--- src/rtl/wash_sequencer.sv ---
// Wash-cycle controller: sequences fill/wash/drain/fill/rinse/drain/spin on a
// 1 Hz tick and produces the three 6-bit display codes for the segment stage.
module wash_sequencer #(
   parameter int WAT_FULL = 5,
   parameter int WASH_T   = 9,
   parameter int RINSE_T  = 6,
   parameter int SPIN_T   = 5,
   parameter int LAMP_T   = 2
) (
   input  logic       clk,
   input  logic       rst,
   input  logic       uPower,
   input  logic       uStart,
   input  logic       uTick,
   input  logic       uLidOpen,
   output logic [5:0] yTot,
   output logic [5:0] yCur,
   output logic [5:0] yWat,
   output logic [3:0] yPhase,
   output logic       yDone
);

   typedef enum logic [3:0] {
      S_OFF    = 4'd0,
      S_LAMP   = 4'd1,
      S_IDLE   = 4'd2,
      S_FILL1  = 4'd3,
      S_WASH   = 4'd4,
      S_DRAIN1 = 4'd5,
      S_FILL2  = 4'd6,
      S_RINSE  = 4'd7,
      S_DRAIN2 = 4'd8,
      S_SPIN   = 4'd9,
      S_DONE   = 4'd10
   } state_t;

   localparam logic [5:0] TOTAL   = 6'(4*WAT_FULL + WASH_T + RINSE_T + SPIN_T);
   localparam logic [5:0] D_BLANK = 6'd55;
   localparam logic [5:0] D_LAMP  = 6'd56;
   localparam logic [5:0] D_PAUSE = 6'd57;

   function automatic state_t f_next(input state_t s);
      state_t n;
      n = S_DONE;
      case (s)
         S_FILL1:  n = S_WASH;
         S_WASH:   n = S_DRAIN1;
         S_DRAIN1: n = S_FILL2;
         S_FILL2:  n = S_RINSE;
         S_RINSE:  n = S_DRAIN2;
         S_DRAIN2: n = S_SPIN;
         default:  n = S_DONE;
      endcase
      return n;
   endfunction

   function automatic logic [5:0] f_dur(input state_t s);
      logic [5:0] d;
      d = 6'd0;
      case (s)
         S_FILL1, S_DRAIN1,
         S_FILL2, S_DRAIN2: d = 6'(WAT_FULL);
         S_WASH:            d = 6'(WASH_T);
         S_RINSE:           d = 6'(RINSE_T);
         S_SPIN:            d = 6'(SPIN_T);
         default:           d = 6'd0;
      endcase
      return d;
   endfunction

   state_t     r_state;
   logic       r_pause;
   logic [5:0] r_tot;
   logic [5:0] r_cnt;
   logic [5:0] r_wat;

   state_t     w_state;
   state_t     w_nxt;
   logic       w_pause;
   logic [5:0] w_tot;
   logic [5:0] w_cnt;
   logic [5:0] w_wat;
   logic       w_done;
   logic [5:0] w_dtot;
   logic [5:0] w_dcur;
   logic [5:0] w_dwat;

   always_comb begin
      w_state = r_state;
      w_pause = r_pause;
      w_tot   = r_tot;
      w_cnt   = r_cnt;
      w_wat   = r_wat;
      w_done  = 1'b0;
      w_nxt   = f_next(r_state);
      if (!uPower) begin
         w_state = S_OFF;
         w_pause = 1'b0;
         w_tot   = 6'd0;
         w_cnt   = 6'd0;
         w_wat   = 6'd0;
      end else begin
         case (r_state)
            S_OFF: begin
               w_state = S_LAMP;
               w_cnt   = 6'(LAMP_T);
            end
            S_LAMP: begin
               if (uTick) begin
                  if (r_cnt == 6'd1) begin
                     w_state = S_IDLE;
                     w_tot   = TOTAL;
                     w_cnt   = 6'd0;
                     w_wat   = 6'd0;
                  end else begin
                     w_cnt = r_cnt - 6'd1;
                  end
               end
            end
            S_IDLE: begin
               if (uStart && !uLidOpen) begin
                  w_state = S_FILL1;
                  w_cnt   = 6'(WAT_FULL);
                  w_pause = 1'b0;
               end
            end
            S_DONE: begin
               if (uStart) begin
                  w_state = S_IDLE;
                  w_tot   = TOTAL;
                  w_cnt   = 6'd0;
                  w_wat   = 6'd0;
               end
            end
            default: begin
               // lid and start both consume the cycle's tick
               if (uLidOpen) begin
                  w_pause = 1'b1;
               end else if (uStart) begin
                  w_pause = ~r_pause;
               end else if (uTick && !r_pause) begin
                  w_tot = r_tot - 6'd1;
                  if (r_state == S_FILL1 || r_state == S_FILL2)
                     w_wat = r_wat + 6'd1;
                  else if (r_state == S_DRAIN1 || r_state == S_DRAIN2)
                     w_wat = r_wat - 6'd1;
                  if (r_cnt == 6'd1) begin
                     w_state = w_nxt;
                     w_cnt   = f_dur(w_nxt);
                     w_done  = (w_nxt == S_DONE);
                  end else begin
                     w_cnt = r_cnt - 6'd1;
                  end
               end
            end
         endcase
      end
   end

   always_comb begin
      w_dtot = w_tot;
      w_dcur = w_pause ? D_PAUSE : w_cnt;
      w_dwat = w_wat;
      if (w_state == S_OFF) begin
         w_dtot = D_BLANK;
         w_dcur = D_BLANK;
         w_dwat = D_BLANK;
      end else if (w_state == S_LAMP) begin
         w_dtot = D_LAMP;
         w_dcur = D_LAMP;
         w_dwat = D_LAMP;
      end
   end

   always_ff @(posedge clk) begin
      if (rst) begin
         r_state <= S_OFF;
         r_pause <= 1'b0;
         r_tot   <= 6'd0;
         r_cnt   <= 6'd0;
         r_wat   <= 6'd0;
         yTot    <= D_BLANK;
         yCur    <= D_BLANK;
         yWat    <= D_BLANK;
         yPhase  <= 4'd0;
         yDone   <= 1'b0;
      end else begin
         r_state <= w_state;
         r_pause <= w_pause;
         r_tot   <= w_tot;
         r_cnt   <= w_cnt;
         r_wat   <= w_wat;
         yTot    <= w_dtot;
         yCur    <= w_dcur;
         yWat    <= w_dwat;
         yPhase  <= 4'(w_state);
         yDone   <= w_done;
      end
   end

endmodule

--- config.mk ---
export PLATFORM = sky130hd
export DESIGN_NAME = wash_sequencer
export DESIGN_NICKNAME = d
export VERILOG_FILES = /design/src/rtl/wash_sequencer.sv
export SDC_FILE = /design/constraint.sdc
export NUM_CORES = 1
export LEC_CHECK = 0
export ABC_AREA = 1
export CAP_MARGIN = 20
export CORE_ASPECT_RATIO = 0.75
export CORE_MARGIN = 2
export CORE_UTILIZATION = 50
export CTS_CLUSTER_DIAMETER = 50
export DETAILED_ROUTE_END_ITERATION = 10
export PLACE_DENSITY = 0.72
export SYNTH_ARGS = -nofsm -noshare
export SYNTH_HDL_FRONTEND = slang
export SYNTH_SLANG_ARGS = --single-unit
--- constraint.sdc ---
create_clock -name clk -period 2.77 [get_ports clk]
set_input_delay 0.277 -clock clk [delete_from_list [all_inputs] [get_ports clk]]
set_output_delay 0.277 -clock clk [all_outputs]
set_load 0.01 [all_outputs]
==> Word-level counts from Yosys, hierarchy flattened <==
Index checks and enable logic that the tools add are counted.
{ "totals": {"register_bits": 42, "inputBits": 6} }
{ "op_classes": {"addsub": 4, "eq_ne": 19, "muxes": 49, "bitwise_logic": 4, "reduce_logical": 15} }
{ "op_table": {"columns": ["op", "count"], "rows": [
  ["two-way mux 6 bit", 25],
  ["two-way mux 4 bit", 13],
  ["one-hot mux 6 bit (3 select lines)", 2],
  ["equality test 4 x 3 -> 1 bit, second input constant", 8],
  ["one-hot mux 4 bit (6 select lines)", 1],
  ["one-hot mux 6 bit (4 select lines)", 1],
  ["equality test 4 bit, second input constant", 5],
  ["subtractor 6 x 1 -> 6 bit, second input constant", 3],
  ["one-hot mux 4 bit (4 select lines)", 1],
  ["equality test 4 x 2 -> 1 bit, second input constant", 3],
  ["one-hot mux 4 bit (3 select lines)", 1],
  ["OR reduction 10 bit", 1],
  ["equality test 4 x 1 -> 1 bit, second input constant", 2],
  ["zero test 4 bit", 2],
  ["adder 6 x 1 -> 6 bit, second input constant", 1],
  ["equality test 6 x 1 -> 1 bit, second input constant", 1],
  ["OR reduction 3 bit", 2],
  ["OR reduction 5 bit", 1],
  ["two-way mux 1 bit", 4],
  ["NOT 1 bit", 4],
  ["OR reduction 2 bit", 2],
  ["OR reduction 4 bit", 1],
  ["logical AND 1 bit", 2],
  ["zero test 1 bit", 2],
  ["2 further kinds", 3]
]} }

==> Logic depth before layout (Yosys ltp) <==
Gate-level depths: netlist of the first run.
{ "depth": {"ltp_word": 13, "mapped_depth": 13} }

==> Worst setup path before layout of the first run <==
Ideal clock, no wire load.
{ "synth_path": {"path_kind": "register to register", "start": "register r_state[2]", "end": "register yWat[4]", "setup_time_ns": 0.118, "arrival_time_ns": 1.412, "t_required_ns": 2.652, "path_slack_ns": 1.241, "stages_incl_launch_ff": 12, "period_less_slack_ns": 1.529, "path_cell_list": "dfxtp_1 > inv_2 > nand3_2 > nand2_4 > nor2_4 > inv_2 > nor2_8 > nand2_2 > nor2_1 > nand2_1 > nand3_2 > nand2_1"} }
{ "synth_via": {"elab_chain_len": 10, "word_cells_on_any_way": 34, "classes_between": "10 x eq/ne; 18 x mux; 6 x reduce/logical"} }
{ "synth_rtl": {"columns": ["item", "line_no", "rtl"], "rows": [
  ["start, declared", "71", "state_t r_state;"],
  ["start signal, assigned", "188", "r_state <= w_state;"],
  ["equality test 4 bit (tied with other cells)", "45, 145", null],
  ["one-hot mux 4 bit (6 select lines)", "45", "case (s)"],
  ["two-way mux 4 bit", "147", "if (r_cnt == 6'd1) begin"],
  ["two-way mux 4 bit", "141", "end else if (uTick && !r_pause) begin"],
  ["two-way mux 4 bit", "139", "end else if (uStart) begin"],
  ["two-way mux 4 bit", "137", "if (uLidOpen) begin"],
  ["one-hot mux 4 bit (4 select lines)", "103", "case (r_state)"],
  ["two-way mux 4 bit", "96", "if (!uPower) begin"],
  ["equality test 4 x 1 -> 1 bit / zero test 4 bit (equally long branches)", "168, 164", null],
  ["OR reduction 3 bit (no source line)", null, null],
  ["end signal, assigned", "195", "yWat <= w_dwat;"],
  ["end, declared", "18", "output logic [5:0] yWat,"]
]} }
Parallel ways exist; a longest one is shown, timed or not.
A chain may end at the register's enable or synchronous reset.

==> Worst setup path after layout of the first run <==
{ "layout_path": {"start": "register r_cnt[0]", "end": "register yCur[2]"} }
{ "layout_via": {"elab_chain_len": 9, "word_cells_on_any_way": 23, "classes_between": "1 x add/sub; 2 x eq/ne; 18 x mux; 2 x reduce/logical"} }
{ "layout_rtl": {"columns": ["item", "line_no", "rtl"], "rows": [
  ["start, declared", "74", "logic [5:0] r_cnt;"],
  ["start signal, assigned", "191", "r_cnt <= w_cnt;"],
  ["subtractor 6 x 1 -> 6 bit / equality test 6 x 1 -> 1 bit (equally long branches)", null, null],
  ["two-way mux 6 bit / two-way mux 4 bit (equally long branches)", "147", null],
  ["two-way mux 6 bit / two-way mux 4 bit (equally long branches)", "141", null],
  ["two-way mux 6 bit / two-way mux 4 bit (equally long branches)", "139", null],
  ["two-way mux 6 bit / two-way mux 4 bit (equally long branches)", "137", null],
  ["one-hot mux 6 bit (4 select lines) / one-hot mux 4 bit (4 select lines) (equally long branches)", "103", null],
  ["two-way mux 6 bit / two-way mux 4 bit (equally long branches)", "96", null],
  ["two-way mux 4 bit (tied with other cells)", "162", "w_dcur = w_pause ? D_PAUSE : w_cnt;"],
  ["two-way mux 4 bit / OR reduction 2 bit (equally long branches)", null, null],
  ["end signal, assigned", "194", "yCur <= w_dcur;"],
  ["end, declared", "17", "output logic [5:0] yCur,"]
]} }
Parallel ways exist; a longest one is shown, timed or not.

==> metrics.md, run 1 <==
| Metric | Value |
|---|---|
| Routability Congestion | 0.9816 |
| Initial antenna violation count | 0 |
| Synth Net Count | 381 |
| DR DRC count | 4 |
| Failing checks | DRC |
| Period utilization | 68.21% |
| Synth area leader | dfxtp_1 |
| Vias in the first global route | 2285 |
| Fmax | 0.5293 GHz |
| DP HPWL | 4.807 mm |
| # rows | 22 |
| DR vias | 2458 |
| Crit path launch type | flop |
| Slew HR | 75.26% |
| Cells after Synth | 370 |
| Worst-path maximum fanout | 9 |
| Slew Limit Fails | 0 |
| Post-CTS setup buffers | 0 |
| Die area | 5601 um^2 |
| Number of buffers added on ports | 28 |
| Area contributors post-synth | dfxtp_1, nand2_1, nand3_1 |
| CTS tree | done |
| Drt pass-1 iters | 9 |
| Clock slew at reported path FFs | 0.08 ns |
| Final Hold Slack | 0.5674 ns |
| Global-route wire length before repair | 10.84 mm |
| Longest Clk Path Bufs | 2 |
| Compound-Gate Fraction of Synth Area | 14.58% |
| Synth unique cells | 39 |
| CTS root buffer | clkbuf_8 |
| Antenna diodes | 0 |
| CTS Hold Bufs | 0 |
| CP Data Arrival Time | 2.12 ns |
| R2R cell count | 7 |
| Period minus WS final | 1.889 ns |
| Finished Cell Area | 2952 um^2 |
| Setup Viol. Count Final | 0 |
| Crit-path slowest cell | dfxtp_1 |
| Starting Density | 51.44% |
| Worst reg2reg path startpoint | r_cnt[0] |
| Fin nets | 411 |
| Adder-cell share of the synthesized area | 2.496% |
| Largest family of logic cells by synthesized area | simple AND/OR/NAND/NOR gates |
| Fin Clk Skew | 0.008857 ns |
| Outcome | finished with violations |
| Hold EP | r_wat[5] |
| Total wire length | 6.323 mm |
| Layout cell share with drive strength beyond 1 | 13.47% |
| Placed inst area | 2839 um^2 |
| RR Endpoint | yCur[2] |
| Crit Path Category | flop to flop |
| Latest clock arrival within the worst-skew pair | 0.30 ns |
| Hold WC Path Type | flop to flop |
| Worst R2R Setup Slack | 0.88 ns |
| Hold depth | 4 |
| Critical Path, Cell by Cell | ha_1, nand3_2, nor2_4, nand2_1, o211ai_1, nand3_1, o21ai_1 |
| Final hold vios | 0 |
| Num ports | 29 |
| CP endpoint kind | flop |
| ANT nets after route | 0 |
| Clock Sinks | 42 |
| Pin count of the biggest net entering global routing | 22 |
| Global route total overflow | 0 |
| Total CTS buffers | 5 |
| Max-cap viol count | 0 |
| Area growth syn-to-layout | 17.77% |
| Vias per Instance | 5.332 |
| Post-synthesis sequential area ratio | 33.55% |
| Post-synthesis simple-gate area fraction | 40.49% |
| Core Box Area | 4872 um^2 |
| Crit-path max cell delay | 0.47 ns |
| Count of warnings emitted by yosys | 0 |
| Worst endpoint required time | 3.01 ns |
| Cell leakage power | 0.001265 uW |
| RSZ-0062 raised after global routing | false |
| Iteration-0 DRC Markers | 293 |
| Setup TNS | 0 ns |
| Post-Syn Area | 2506 um^2 |
| Post_cts resized | 0 |
| All-Layer GR Usage | 24.76% |
| Top-area cell type share of the netlist area | 33.55% |
| Mux share of post-synthesis cell area | 0% |
| Die X | 85.75 um |
| Hold path startpoint | r_wat[5] |
| Mean post-synth cell area | 6.773 um^2 |
| Maximum resistive drop on vdd | 288.5 uV |
| Power Density | 424.6 nW/um^2 |
| Die height | 65.32 um |
| Tightest Pin Transition | 0.3700 ns |
| Synth Register Bits | 42 |
| Synth Area in XOR/XNOR | 0.3495% |
| Htree depth | 2 |
| Routed len/inst | 13.72 um |
cell type report:
| class | instances | area [um^2] |
|---|---|---|
| clock buffer | 5 | 68.82 |
| clock inverter | 3 | 43.79 |
| fill | 452 | 1921 |
| inverter | 45 | 168.9 |
| multi-input combinational | 275 | 1451 |
| sequential | 42 | 840.8 |
| tap | 60 | 75.07 |
| timing repair buffer | 31 | 302.8 |
registers in the layout, indices dropped and copies added, names as in the netlist:
name,flops
r_cnt,6
r_tot,6
r_wat,6
yCur,6
yTot,6
yWat,6
r_state,4
r_pause,1
yDone,1
kinds of logic (layout without fill, tap and decap cells):
kind of cell,count (synthesis),count (layout)
AO/OA/AOI/OAI,63,63
buffers and inverters,53,84
adder cells (fa/ha/maj),5,5
flip-flops,42,42
XOR/XNOR,1,1
AND/OR/NAND/NOR,206,206
synthesized netlist by cell type (all sizes together):
cell     instances
a211oi           1
buf              5
a21oi           20
inv             45
a31oi            2
and3             1
nor2            50
clkbuf           3
xor2             1
nand4           10
or2              2
ha               5
nand3           42
o211ai           4
o21bai           2
nand3b           1
o21a             1
dfxtp           42
nand2           96
o2111ai          1
nor3             3
o21ai           31
nor4             1
a21boi           1
how the worst max path moves through the flow:
stage,startpoint,to,slack (ns),cells after the start
finish,r_cnt[0],yCur[2],0.88,7
global route,r_cnt[0],yCur[3],0.73,9
CTS,uTick,yWat[4],0.92,10
detailed placement,uTick,yWat[4],0.60,10
global placement,uTick,yWat[4],0.63,10
floorplan,r_state[2],yWat[4],1.24,11
worst max-delay path: cells and delay by family, from the launching register on:
family | cells | cell delay, ns
adders and majority gates | 1 | 0.26
and+or+nand+nor | 4 | 0.82
DFF | 1 | 0.47
AOI/OAI and AO/OA | 2 | 0.26
layer usage:
layer	wire [um]	part of all wire (%)	global-route usage [%]	vias up
met5	0	0	0	-
met3	617	9.8	6.658	11
met4	75	1.2	7.143	0
li1	-	-	-	1281
met2	2517	40	35.16	108
met1	3113	49	36.53	1058
layout by cell type, fill, tap and decap left out, types with 5 or more instances in the layout:
cell type and instances:
clkbuf_8 5, nand2_2 8, o21ai_1 7, inv_2 9, ha_1 5, o21ai_0 22, nor2_1 39, dfxtp_1 42
a21oi_1 19, nand3_1 36, clkdlybuf4s50_1 28, inv_1 36, nand4_1 10, nor2_4 5, nand2_1 86, nor2_2 5
per-stage QoR:
stage / power [uW] / cells / util [%] / worst slack [ns]
5_1_grt: 1295 / 461 / 60.58 / 0.7328
3_5_place_dp: 768.8 / 453 / 58.27 / 0.5965
3_3_place_gp: 768.1 / 453 / 58.27 / 0.6339
6_report: 1253 / 461 / 60.58 / 0.8807
4_1_cts: 1261 / 461 / 60.58 / 0.9156
2_1_floorplan: 716.8 / 370 / - / 1.241
where the power goes:
| part | internal (uW) | leakage (uW) | switching, uW |
|---|---|---|---|
| sequential | 616 | 0.000342 | 8.05 |
| combinational | 51.6 | 0.000864 | 80.1 |
| clock | 270 | 0.0000585 | 227 |
| total | 938 | 0.00126 | 315 |
(Power assumes the default switching activity.)
==> run 2: changes to the inputs <==
--- a/config.mk
+++ b/config.mk
@@ -12,7 +12,7 @@
 export CORE_UTILIZATION = 50
 export CTS_CLUSTER_DIAMETER = 50
 export DETAILED_ROUTE_END_ITERATION = 10
-export PLACE_DENSITY = 0.72
+export PLACE_DENSITY = 0.75
 export SYNTH_ARGS = -nofsm -noshare
 export SYNTH_HDL_FRONTEND = slang
 export SYNTH_SLANG_ARGS = --single-unit
==> constraint.sdc (replaced) <==
create_clock -name clk -period 1.65 [get_ports clk]
set_input_delay 0.165 -clock clk [delete_from_list [all_inputs] [get_ports clk]]
set_output_delay 0.165 -clock clk [all_outputs]
set_load 0.01 [all_outputs]
==> run 2 against run 1 <==
The run still ends with DRC left. Worst setup slack worse by 0.87 ns. Clock-buffer cell count is 1 higher. Design area is 22% higher. Critical path type unchanged. Largest cell class unchanged. Largest power group unchanged.
==> metrics.md, run 2 (same netlist as run 1, synthesis figures left out) <==
| Metric | Value |
|---|---|
| DR vias | 2857 (was 2458) |
| Period utilization | 99.53% (was 68.21%) |
| CP startpoint | r_cnt[1] (was r_cnt[0]) |
| DP HPWL | 5.739 mm (was 4.807 mm) |
| Longest Clk Path Bufs | 2 (unchanged) |
| # rows | 22 (unchanged) |
| Crit-path max cell delay | 0.36 ns (was 0.47 ns) |
| Worst endpoint required time | 1.88 ns (was 3.01 ns) |
| Worst reg2reg path startpoint | r_cnt[1] (was r_cnt[0]) |
| All-Layer GR Usage | 27.89% (was 24.76%) |
| Setup Viol. Count Final | 0 (unchanged) |
| Fin worst setup slack | 0.007794 ns (was 0.8807 ns) |
| Power Density | 555.8 nW/um^2 (was 424.6 nW/um^2) |
| Crit path launch type | flop (unchanged) |
| Max-cap viol count | 0 (unchanged) |
| CP Data Arrival Time | 1.88 ns (was 2.12 ns) |
| Die height | 65.32 um (unchanged) |
| Number of buffers added on ports | 28 (unchanged) |
| Drt pass-1 iters | 8 (was 9) |
| Routability Congestion | 1.039 (was 0.9816) |
| ANT nets after route | 0 (unchanged) |
| Post-Place Worst Slack | -0.1662 ns (was 0.5965 ns) |
| Maximum resistive drop on vdd | 511.7 uV (was 288.5 uV) |
| Worst R2R Setup Slack | 0.008 ns (was 0.88 ns) |
| RSZ-0062 raised after global routing | true (was false) |
| Crit Path Category | flop to flop (unchanged) |
| Iteration-0 DRC Markers | 260 (was 293) |
| Clock slew at reported path FFs | 0.08 ns (about the same) |
| Starting Density | 51.44% (unchanged) |
| Met1 WL | 3.643 mm (was 3.113 mm) |
| Latest clock arrival within the worst-skew pair | 0.30 ns (about the same) |
| Final hold vios | 0 (unchanged) |
| Area growth syn-to-layout | 44.13% (was 17.77%) |
| Worst-path maximum fanout | 7 (was 9) |
| Cell repeated most along the worst path | nand3_4 |
| Failing checks | DRC (unchanged) |
| Routed wl met2 | 3.195 mm (was 2.517 mm) |
| Total CTS buffers | 5 (unchanged) |
| Htree depth | 2 (unchanged) |
| CP endpoint kind | flop (unchanged) |
| Number of buffers and inverters on the critical path | 3 (was 0) |
| Slew HR | 80.47% (was 75.26%) |
| Routed len/inst | 15.25 um (was 13.72 um) |
| Crit path depth | 10 (was 7) |
| Fin nets | 470 (was 411) |
| Met3 WL | 888 um (was 617 um) |
| DR DRC count | 3 (was 4) |
| CP delay by family, top | simple AND/OR/NAND/NOR gates (unchanged) |
| Worst setup path end | yTot[3] (was yCur[2]) |
| Commonest non-fill, non-tap cell in the layout | nand2_1 (unchanged) |
| CTS root buffer | clkbuf_8 (unchanged) |
| Die X | 85.75 um (unchanged) |
| Vias in the first global route | 2496 (was 2285) |
| CTS tree | done (unchanged) |
| Core Box Area | 4872 um^2 (unchanged) |
| Global route total overflow | 0 (unchanged) |
| Setup TNS | 0 ns (unchanged) |
| Commonest non-fill, non-tap cells in the layout | nand2_1, buf_4, dfxtp_1 (was nand2_1, dfxtp_1, nor2_1) |
| Outcome | finished with violations (unchanged) |
| Pin count of the biggest net entering global routing | 18 (was 22) |
| Fmax | 0.6089 GHz (was 0.5293 GHz) |
| CTS Hold Bufs | 0 (unchanged) |
| Vias per Instance | 5.494 (was 5.332) |
| Crit-path slowest cell | dfxtp_4 (was dfxtp_1) |
| Final Hold Slack | 0.6054 ns (was 0.5674 ns) |
| Initial antenna violation count | 0 (unchanged) |
| Total wire length | 7.932 mm (was 6.323 mm) |
| Die area | 5601 um^2 (unchanged) |
| Layout cell share with drive strength beyond 1 | 32.83% (was 13.47%) |
| Top layer in use | met4 (unchanged) |
| Cell leakage power | 0.001587 uW (was 0.001265 uW) |
| Hold WC Path Type | flop to flop (unchanged) |
| Num ports | 29 (unchanged) |
| Slew Limit Fails | 0 (unchanged) |
| R2R cell count | 10 (was 7) |
| Critical Path, Cell by Cell | inv_4, ha_4, nand3_4, nor2_4, buf_6, nand2_1, nand3_4, nand3_4, buf_4, a21oi_1 (was ha_1, nand3_2, nor2_4, nand2_1, o211ai_1, nand3_1, o21ai_1) |
| Clock Sinks | 42 (unchanged) |
| Period minus WS final | 1.642 ns (was 1.889 ns) |
| Tightest Pin Transition | 0.2903 ns (was 0.3700 ns) |
| Global-route wire length before repair | 12.14 mm (was 10.84 mm) |
| Antenna diodes | 0 (unchanged) |
| Hold path startpoint | r_wat[5] (unchanged) |
| Fin Clk Skew | 0.005997 ns (was 0.008857 ns) |
| RR Endpoint | yTot[3] (was yCur[2]) |
run 2: timing repair:
item                       in CTS  in global routing
pin swaps                       5                 20
resized for setup               5                 65
buffers inserted                0                  7
setup endpoints to repair      20                 37
cloned                          0                  1
run 2: layout make-up:
cell class	instances	area, um^2
clock buffer	6	72.57
fill	365	1260
tap	60	75.07
multi-input combinational	276	1648
inverter	45	173.9
clock inverter	2	13.76
sequential	42	859.6
timing repair buffer	89	769.5
run 2: worst reg2reg max path: stages, from the launching register on:
cell	delay, ns
dfxtp_4	0.36
inv_4	0.08
ha_4	0.16
nand3_4	0.13
nor2_4	0.15
buf_6	0.14
nand2_1	0.09
nand3_4	0.11
nand3_4	0.09
buf_4	0.14
a21oi_1	0.14
run 2: layer usage:
layer,vias to the layer above,track usage (%)
met5,-,0
met4,0,7.143
met3,25,7.915
met2,161,38.87
met1,1276,41.84
li1,1395,-
run 2: how the worst min path moves through the flow:
stage	slack [ns]	cells past startpoint	end
3_5_place_dp	0.59	4	r_wat[5]
3_3_place_gp	0.58	3	yWat[4]
6_report	0.61	4	r_wat[5]
5_1_grt	0.64	3	yWat[4]
4_1_cts	0.60	4	r_wat[5]
2_1_floorplan	0.28	2	yWat[5]
run 2: power breakdown:
group / internal [uW] / switching (uW) / total [uW]
clock: 298 / 352 / 650
combinational: 141 / 171 / 313
sequential: 1030 / 15.1 / 1050
run 2: stage by stage:
stage | std cells | area [um^2] | total power, uW | utilization (%)
floorplan | 370 | 2506 | 1203 | -
global placement | 504 | 3234 | 1346 | 66.38
detailed placement | 504 | 3234 | 1345 | 66.38
CTS | 512 | 3333 | 1990 | 68.41
global route | 520 | 3612 | 2095 | 74.14
finish | 520 | 3612 | 2008 | 74.14
